File: src/rtl/instruction_fetch_unit_if.sv
// Fetch-unit bus: instruction memory read port, decoder handshake and branch input.
// The fetch unit connects through the master modport; memory/decoder/ALU side uses slave.
interface instruction_fetch_unit_if;
  logic [15:0] O_mem_addr;
  logic        O_mem_rd_en;
  logic [15:0] I_mem_data;
  logic        I_mem_valid;
  logic [15:0] O_instruction;
  logic [15:0] O_pc;
  logic        O_instr_valid;
  logic        I_instr_ready;
  logic        I_should_branch;
  logic [15:0] I_branch_addr;
  logic        O_fetch_err;

  modport master (
    output O_mem_addr, O_mem_rd_en, O_instruction, O_pc, O_instr_valid, O_fetch_err,
    input  I_mem_data, I_mem_valid, I_instr_ready, I_should_branch, I_branch_addr
  );

  modport slave (
    input  O_mem_addr, O_mem_rd_en, O_instruction, O_pc, O_instr_valid, O_fetch_err,
    output I_mem_data, I_mem_valid, I_instr_ready, I_should_branch, I_branch_addr
  );
endinterface

File: src/rtl/instruction_fetch_unit.sv
// Instruction fetch unit: issues one read per instruction, holds the fetched word
// until the decoder accepts it, flushes on branches and reissues on memory timeout.
// All state updates on the falling edge of I_clk.
module instruction_fetch_unit #(
  parameter logic [15:0] RESET_VECTOR = 16'h0000,
  parameter int unsigned TIMEOUT      = 8
) (
  input logic                          I_clk,
  input logic                          I_rst_n,
  instruction_fetch_unit_if.master     bus
);

  typedef enum logic [1:0] {S_REQ, S_WAIT, S_HOLD, S_DROP} state_e;

  localparam logic [7:0] TmoLast = 8'(TIMEOUT - 1);

  state_e      state;
  logic [15:0] fetch_pc;
  logic [7:0]  tmo_cnt;
  logic        tmo_hit;

  assign tmo_hit = (tmo_cnt == TmoLast);

  // Fetch FSM with registered outputs; branch overrides everything except reset.
  always_ff @(negedge I_clk) begin
    if (!I_rst_n) begin
      state             <= S_REQ;
      fetch_pc          <= RESET_VECTOR;
      tmo_cnt           <= 8'd0;
      bus.O_mem_addr    <= RESET_VECTOR;
      bus.O_mem_rd_en   <= 1'b0;
      bus.O_instruction <= 16'h0000;
      bus.O_pc          <= RESET_VECTOR;
      bus.O_instr_valid <= 1'b0;
      bus.O_fetch_err   <= 1'b0;
    end else begin
      bus.O_mem_rd_en <= 1'b0;
      if (bus.I_should_branch) begin
        fetch_pc          <= bus.I_branch_addr;
        bus.O_instr_valid <= 1'b0;
        case (state)
          // A request is still in flight unless its data lands on this very edge.
          S_WAIT:  state <= bus.I_mem_valid ? S_REQ : S_DROP;
          S_DROP:  state <= S_DROP;
          default: state <= S_REQ;
        endcase
      end else begin
        unique case (state)
          S_REQ: begin
            bus.O_mem_addr  <= fetch_pc;
            bus.O_mem_rd_en <= 1'b1;
            tmo_cnt         <= 8'd0;
            state           <= S_WAIT;
          end
          S_WAIT: begin
            if (bus.I_mem_valid) begin
              bus.O_instruction <= bus.I_mem_data;
              bus.O_pc          <= fetch_pc;
              bus.O_instr_valid <= 1'b1;
              fetch_pc          <= fetch_pc + 16'd1;
              state             <= S_HOLD;
            end else if (tmo_hit) begin
              // fetch_pc untouched so the same address is requested again.
              bus.O_fetch_err <= 1'b1;
              state           <= S_REQ;
            end else begin
              tmo_cnt <= tmo_cnt + 8'd1;
            end
          end
          S_HOLD: begin
            if (bus.I_instr_ready) begin
              bus.O_instr_valid <= 1'b0;
              bus.O_mem_addr    <= fetch_pc;
              bus.O_mem_rd_en   <= 1'b1;
              tmo_cnt           <= 8'd0;
              state             <= S_WAIT;
            end
          end
          S_DROP: begin
            // Stale response from before the branch: swallow it or give up on timeout.
            if (bus.I_mem_valid) begin
              state <= S_REQ;
            end else if (tmo_hit) begin
              bus.O_fetch_err <= 1'b1;
              state           <= S_REQ;
            end else begin
              tmo_cnt <= tmo_cnt + 8'd1;
            end
          end
        endcase
      end
    end
  end

endmodule

File: src/flat_wrapper.sv
// flat-port wrapper written by rule: the top's interface ports become plain ports
module instruction_fetch_unit_flat 
#(
  parameter logic [15:0] RESET_VECTOR = 16'h0000,
  parameter int unsigned TIMEOUT      = 8
)
  (I_clk, I_rst_n, bus_O_mem_addr, bus_O_mem_rd_en, bus_O_instruction, bus_O_pc, bus_O_instr_valid, bus_O_fetch_err, bus_I_mem_data, bus_I_mem_valid, bus_I_instr_ready, bus_I_should_branch, bus_I_branch_addr);
  instruction_fetch_unit_if bus_i ();
  input logic I_clk;
  input logic I_rst_n;
  output wire logic [$bits(bus_i.O_mem_addr)-1:0] bus_O_mem_addr;
  output wire logic [$bits(bus_i.O_mem_rd_en)-1:0] bus_O_mem_rd_en;
  output wire logic [$bits(bus_i.O_instruction)-1:0] bus_O_instruction;
  output wire logic [$bits(bus_i.O_pc)-1:0] bus_O_pc;
  output wire logic [$bits(bus_i.O_instr_valid)-1:0] bus_O_instr_valid;
  output wire logic [$bits(bus_i.O_fetch_err)-1:0] bus_O_fetch_err;
  input wire logic [$bits(bus_i.I_mem_data)-1:0] bus_I_mem_data;
  input wire logic [$bits(bus_i.I_mem_valid)-1:0] bus_I_mem_valid;
  input wire logic [$bits(bus_i.I_instr_ready)-1:0] bus_I_instr_ready;
  input wire logic [$bits(bus_i.I_should_branch)-1:0] bus_I_should_branch;
  input wire logic [$bits(bus_i.I_branch_addr)-1:0] bus_I_branch_addr;
  assign bus_O_mem_addr = bus_i.O_mem_addr;
  assign bus_O_mem_rd_en = bus_i.O_mem_rd_en;
  assign bus_O_instruction = bus_i.O_instruction;
  assign bus_O_pc = bus_i.O_pc;
  assign bus_O_instr_valid = bus_i.O_instr_valid;
  assign bus_O_fetch_err = bus_i.O_fetch_err;
  assign bus_i.I_mem_data = bus_I_mem_data;
  assign bus_i.I_mem_valid = bus_I_mem_valid;
  assign bus_i.I_instr_ready = bus_I_instr_ready;
  assign bus_i.I_should_branch = bus_I_should_branch;
  assign bus_i.I_branch_addr = bus_I_branch_addr;
  instruction_fetch_unit #(.RESET_VECTOR(RESET_VECTOR), .TIMEOUT(TIMEOUT)) u_core (.I_clk(I_clk), .I_rst_n(I_rst_n), .bus(bus_i));
endmodule
File: config.mk
export PLATFORM = sky130hd
export DESIGN_NAME = instruction_fetch_unit_flat
export DESIGN_NICKNAME = d
export VERILOG_FILES = /design/src/rtl/instruction_fetch_unit_if.sv /design/src/rtl/instruction_fetch_unit.sv /design/src/flat_wrapper.sv
export SDC_FILE = /design/constraint.sdc
export NUM_CORES = 1
export LEC_CHECK = 0
export BUFFER_PORTS_ARGS = -buffer_cell sky130_fd_sc_hd__buf_2
export CAP_MARGIN = 30
export CORE_MARGIN = 8
export CORE_UTILIZATION = 25
export CTS_BUF_LIST = sky130_fd_sc_hd__clkbuf_8 sky130_fd_sc_hd__clkbuf_16
export CTS_CLUSTER_SIZE = 20
export DETAILED_ROUTE_END_ITERATION = 8
export HOLD_SLACK_MARGIN = 0.15
export MAX_ROUTING_LAYER = met4
export PLACE_DENSITY = 0.42
export SKIP_CTS_REPAIR_TIMING = 1
export SLEW_MARGIN = 5
export SYNTH_ARGS = -nofsm -noshare
export SYNTH_HDL_FRONTEND = slang
export SYNTH_SLANG_ARGS = --single-unit
File: constraint.sdc
create_clock -name I_clk -period 3.85 [get_ports I_clk]
set_input_delay 0.1925 -clock I_clk [delete_from_list [all_inputs] [get_ports I_clk]]
set_output_delay 0.1925 -clock I_clk [all_outputs]
set_load 0.05 [all_outputs]
# Yosys cells after proc, flatten, opt, wreduce, memory -nomap -nowiden
# Cells that the tools add are included.
# op_classes
reduce_logical,13
magnitude_cmp,0
n_mux,22
n_eq_ne,9
add_sub_neg,2
shift,0
n_mul,0
bitwise_logic,3
div,0
# op_table
cell,count
16-bit two-way mux,4
16-bit one-hot mux with 2 select lines,1
8-bit two-way mux,3
8-bit one-hot mux with 3 select lines,1
16-bit by 1-bit adder with 16-bit output (second input constant),1
2-bit two-way mux,6
3-bit AND reduction,3
8-bit by 1-bit adder with 8-bit output (second input constant),1
8-bit by 3-bit == test with 1-bit output (second input constant),1
2-bit inequality test (second input constant),4
2-bit one-hot mux with 4 select lines,1
4-bit AND reduction,2
2-bit nonzero test,4
2-bit == test (second input constant),2
1-bit one-hot mux with 2 select lines,2
2-bit one-hot mux with 2 select lines,1
2-bit OR reduction,2
1-bit two-way mux,3
3-bit inequality test (second input constant),1
1-bit NOT,3
2-bit by 1-bit == test with 1-bit output (second input constant),1
2-bit logical NOT,1
2-bit AND reduction,1
# word_totals
register_bits,77
output_inout_bits,51
latchBits,0
in_bits,37
mem_count,0
mem_bits_rw,0
mem_bits_ro,0

# Longest topological paths before layout
# logic_depth
word_depth,5
depth_mapped,7

==> impl_metrics.env <==
export IMPL_cp_data_arrival_time_ns=1.59
export IMPL_post_synth_top_count_cell="nand2_1"
export IMPL_status="complete, no violations"
export IMPL_synth_edf_count=0
export IMPL_grt_pass1_wl_um=16600
export IMPL_use_met3=0.0649
export IMPL_synthesis_area_mm2=0.00323
export IMPL_ys_top_cells_by_area="dfxtp_1 48%, nand2_1 12%, a21oi_1 9.6%"
export IMPL_drt_initial_drc_count=197
export IMPL_synth_top_cell_area_share=0.477
export IMPL_cap_viol_max_count=0
export IMPL_viasPerCell=4.47
export IMPL_fp_row_count=41
export IMPL_relSlewSlack=0.366
export IMPL_clk_pin_slew_ns=0.04
export IMPL_die_h_um=130
export IMPL_routed_wl_um=10100
export IMPL_ys_async_sr_fraction=0
export IMPL_grt_busiest_layer="met2"
export IMPL_synth_cell_types=47
export IMPL_fillers=1436
export IMPL_gp_congestion=0.761
export IMPL_design_area_mm2=0.00447
export IMPL_design_core_area_mm2=0.0126
export IMPL_r2r_cells=4
export IMPL_start_kind="input port"
export IMPL_setup_tns_ns=0
export IMPL_ant_nets=0
export IMPL_drcViolationCount=0
export IMPL_drv_slew=0
export IMPL_synthCells=403
export IMPL_synth_nets=442
export IMPL_final_cell_count_no_fill=734
export IMPL_rsz0062_at_grt="false"
export IMPL_holdPathStages=2
export IMPL_ctsLongestPathBuffers=2
export IMPL_placedCellCount=643
export IMPL_clock_sinks=77
export IMPL_hp_class="reg2reg"
export IMPL_grt_start_max_net_pins=46
export IMPL_grt_pass1_vias=3563
export IMPL_synthTopCellsByCount="107 x nand2_1, 77 x dfxtp_1, 62 x a21oi_1"
export IMPL_path_cells="buf_2 -> nand4b_1 -> or3_2 -> a311oi_1"
export IMPL_drive_gt1_frac=0.224
export IMPL_gr_usage_met1=0.136
export IMPL_seq_area_frac_synth=0.477
export IMPL_start_util=0.256
export IMPL_p_leak_nw=2.04
export IMPL_worstMarginPinSlew_ns=0.938
export IMPL_ys_ff_latch=77
export IMPL_crit_type="in2reg"
export IMPL_vdd_drop_max_mv=0.218
export IMPL_cts_made_buffers=9
export IMPL_synth_top_area_cell="dfxtp_1"
export IMPL_critPathMaxFanout=10
export IMPL_area_growth_pct=38.4
export IMPL_num_vias=3284
export IMPL_drt_pass1_iterations=4
export IMPL_fin_worst_skew_ns=0.0142
export IMPL_finalHoldViolCount=0
export IMPL_dpl_cell_area_mm2=0.00385
export IMPL_clk_insertion_delay_late_ns=0.40
export IMPL_io_buffers=87
export IMPL_root_buffer="clkbuf_16"
export IMPL_htreeDepth=3
export IMPL_fin_nets=597
export IMPL_critPathRequiredTime_ns=2.23
export IMPL_hold_slack_ns=0.446
export IMPL_cp_end_kind="flip-flop"
export IMPL_grt_overflow_total=0
export IMPL_dp_hpwl_um=6830
export IMPL_drt_wirelength_per_cell_um=13.8
export IMPL_critPathSlowestCell="or3_2"
export IMPL_antennaDiodeCount=0
export IMPL_die_area_mm2=0.0168
export IMPL_grt_use_total=0.130
export IMPL_fin_util=0.354
export IMPL_die_x_um=130
export IMPL_use_met2=0.197
export IMPL_cts_tree="done"
export IMPL_slowest_delay_ns=0.55
export IMPL_syn_area_per_cell_um2=8.01
export IMPL_ios=88
export IMPL_yosys_warnings=0
export IMPL_power_density_mw_per_mm2=521
export IMPL_antenna_found_initial=0
export IMPL_synth_top_flop_cell="dfxtp_1"
export IMPL_finalSetupViolations=0
[cell families after synthesis]
group           after synthesis  synth area share
simple gates                170             0.243
compound gates               99             0.176
flops                        77             0.477
buf+inv                      38            0.0461
xor+xnor                     10            0.0271
mux                           7            0.0225
fa+ha+maj                     2           0.00775
[critical path, delay by kind of cell]
family,cells,cell delay (ns)
AND/OR/NAND/NOR,2,0.89
buffers and inverters,1,0.21
AO/OA/AOI/OAI,1,0.28
[layout by cell type, fill, tap and decap left out, types with 3 or more instances in the layout]
cell and count:
nand2_1 107, o31ai_1 3, nand3_1 6, buf_4 8
or4_1 4, xnor2_1 10, a211oi_1 5, nor3_1 4
nor4_1 5, clkbuf_16 9, or2_2 6, nand2b_1 3
dfxtp_1 77, inv_1 85, nor2_1 15, bufinv_16 3
o21ai_0 14, a21oi_1 62, or3_1 3, buf_2 87
mux2i_1 5
[cell type report]
| class | instances | area (µm²) | share of cell area |
|---|---|---|---|
| inverters | 9 | 33.8 | 0.00756 |
| flip-flops and latches | 77 | 1540 | 0.345 |
| multi-input cells | 288 | 1540 | 0.345 |
| well taps | 172 | 215 | 0.0482 |
| clock buffers | 9 | 225 | 0.0504 |
| clock inverters | 83 | 397 | 0.0887 |
| repair buffers | 96 | 515 | 0.115 |
[state kept, by name, indices dropped and copies added (netlist names)]
signal,cells
u_core.bus.O_fetch_err,1
u_core.bus.O_instr_valid,1
u_core.bus.O_instruction,16
u_core.bus.O_mem_addr,16
u_core.bus.O_mem_rd_en,1
u_core.bus.O_pc,16
u_core.fetch_pc,16
u_core.state,2
u_core.tmo_cnt,8
[final timing paths]
kind,from,end,slack [ns]
worst max-delay path,bus_I_mem_valid,u_core.fetch_pc[4],0.64
worst max register to register,u_core.fetch_pc[2],u_core.fetch_pc[13],1.73
worst min-delay path,u_core.bus.O_mem_addr[8],u_core.bus.O_mem_addr[8],0.45
worst min register to register,u_core.bus.O_mem_addr[8],u_core.bus.O_mem_addr[8],0.45
[power breakdown]
group	internal, mW	total, mW	switching (mW)	leakage, nW
Combinational	0.0622	0.194	0.132	0.844
Sequential	0.832	0.865	0.0326	0.627
Clock	0.736	1.27	0.533	0.572
Total	1.63	2.33	0.698	2.04
[stage by stage]
stage               worst slack, ns  power [mW]
global route                  0.513        2.52
global placement              0.336        1.19
detailed placement            0.261        1.20
CTS                           0.678        2.40
finish                        0.642        2.33
floorplan                     0.238        1.12
[per-layer routing]
layer | part of all wire | wire length [µm]
met4 | 0.0085 | 86
met2 | 0.49 | 4950
met5 | 0 | 0
met3 | 0.054 | 550
met1 | 0.45 | 4530
Power figures use the tool's default switching activity.
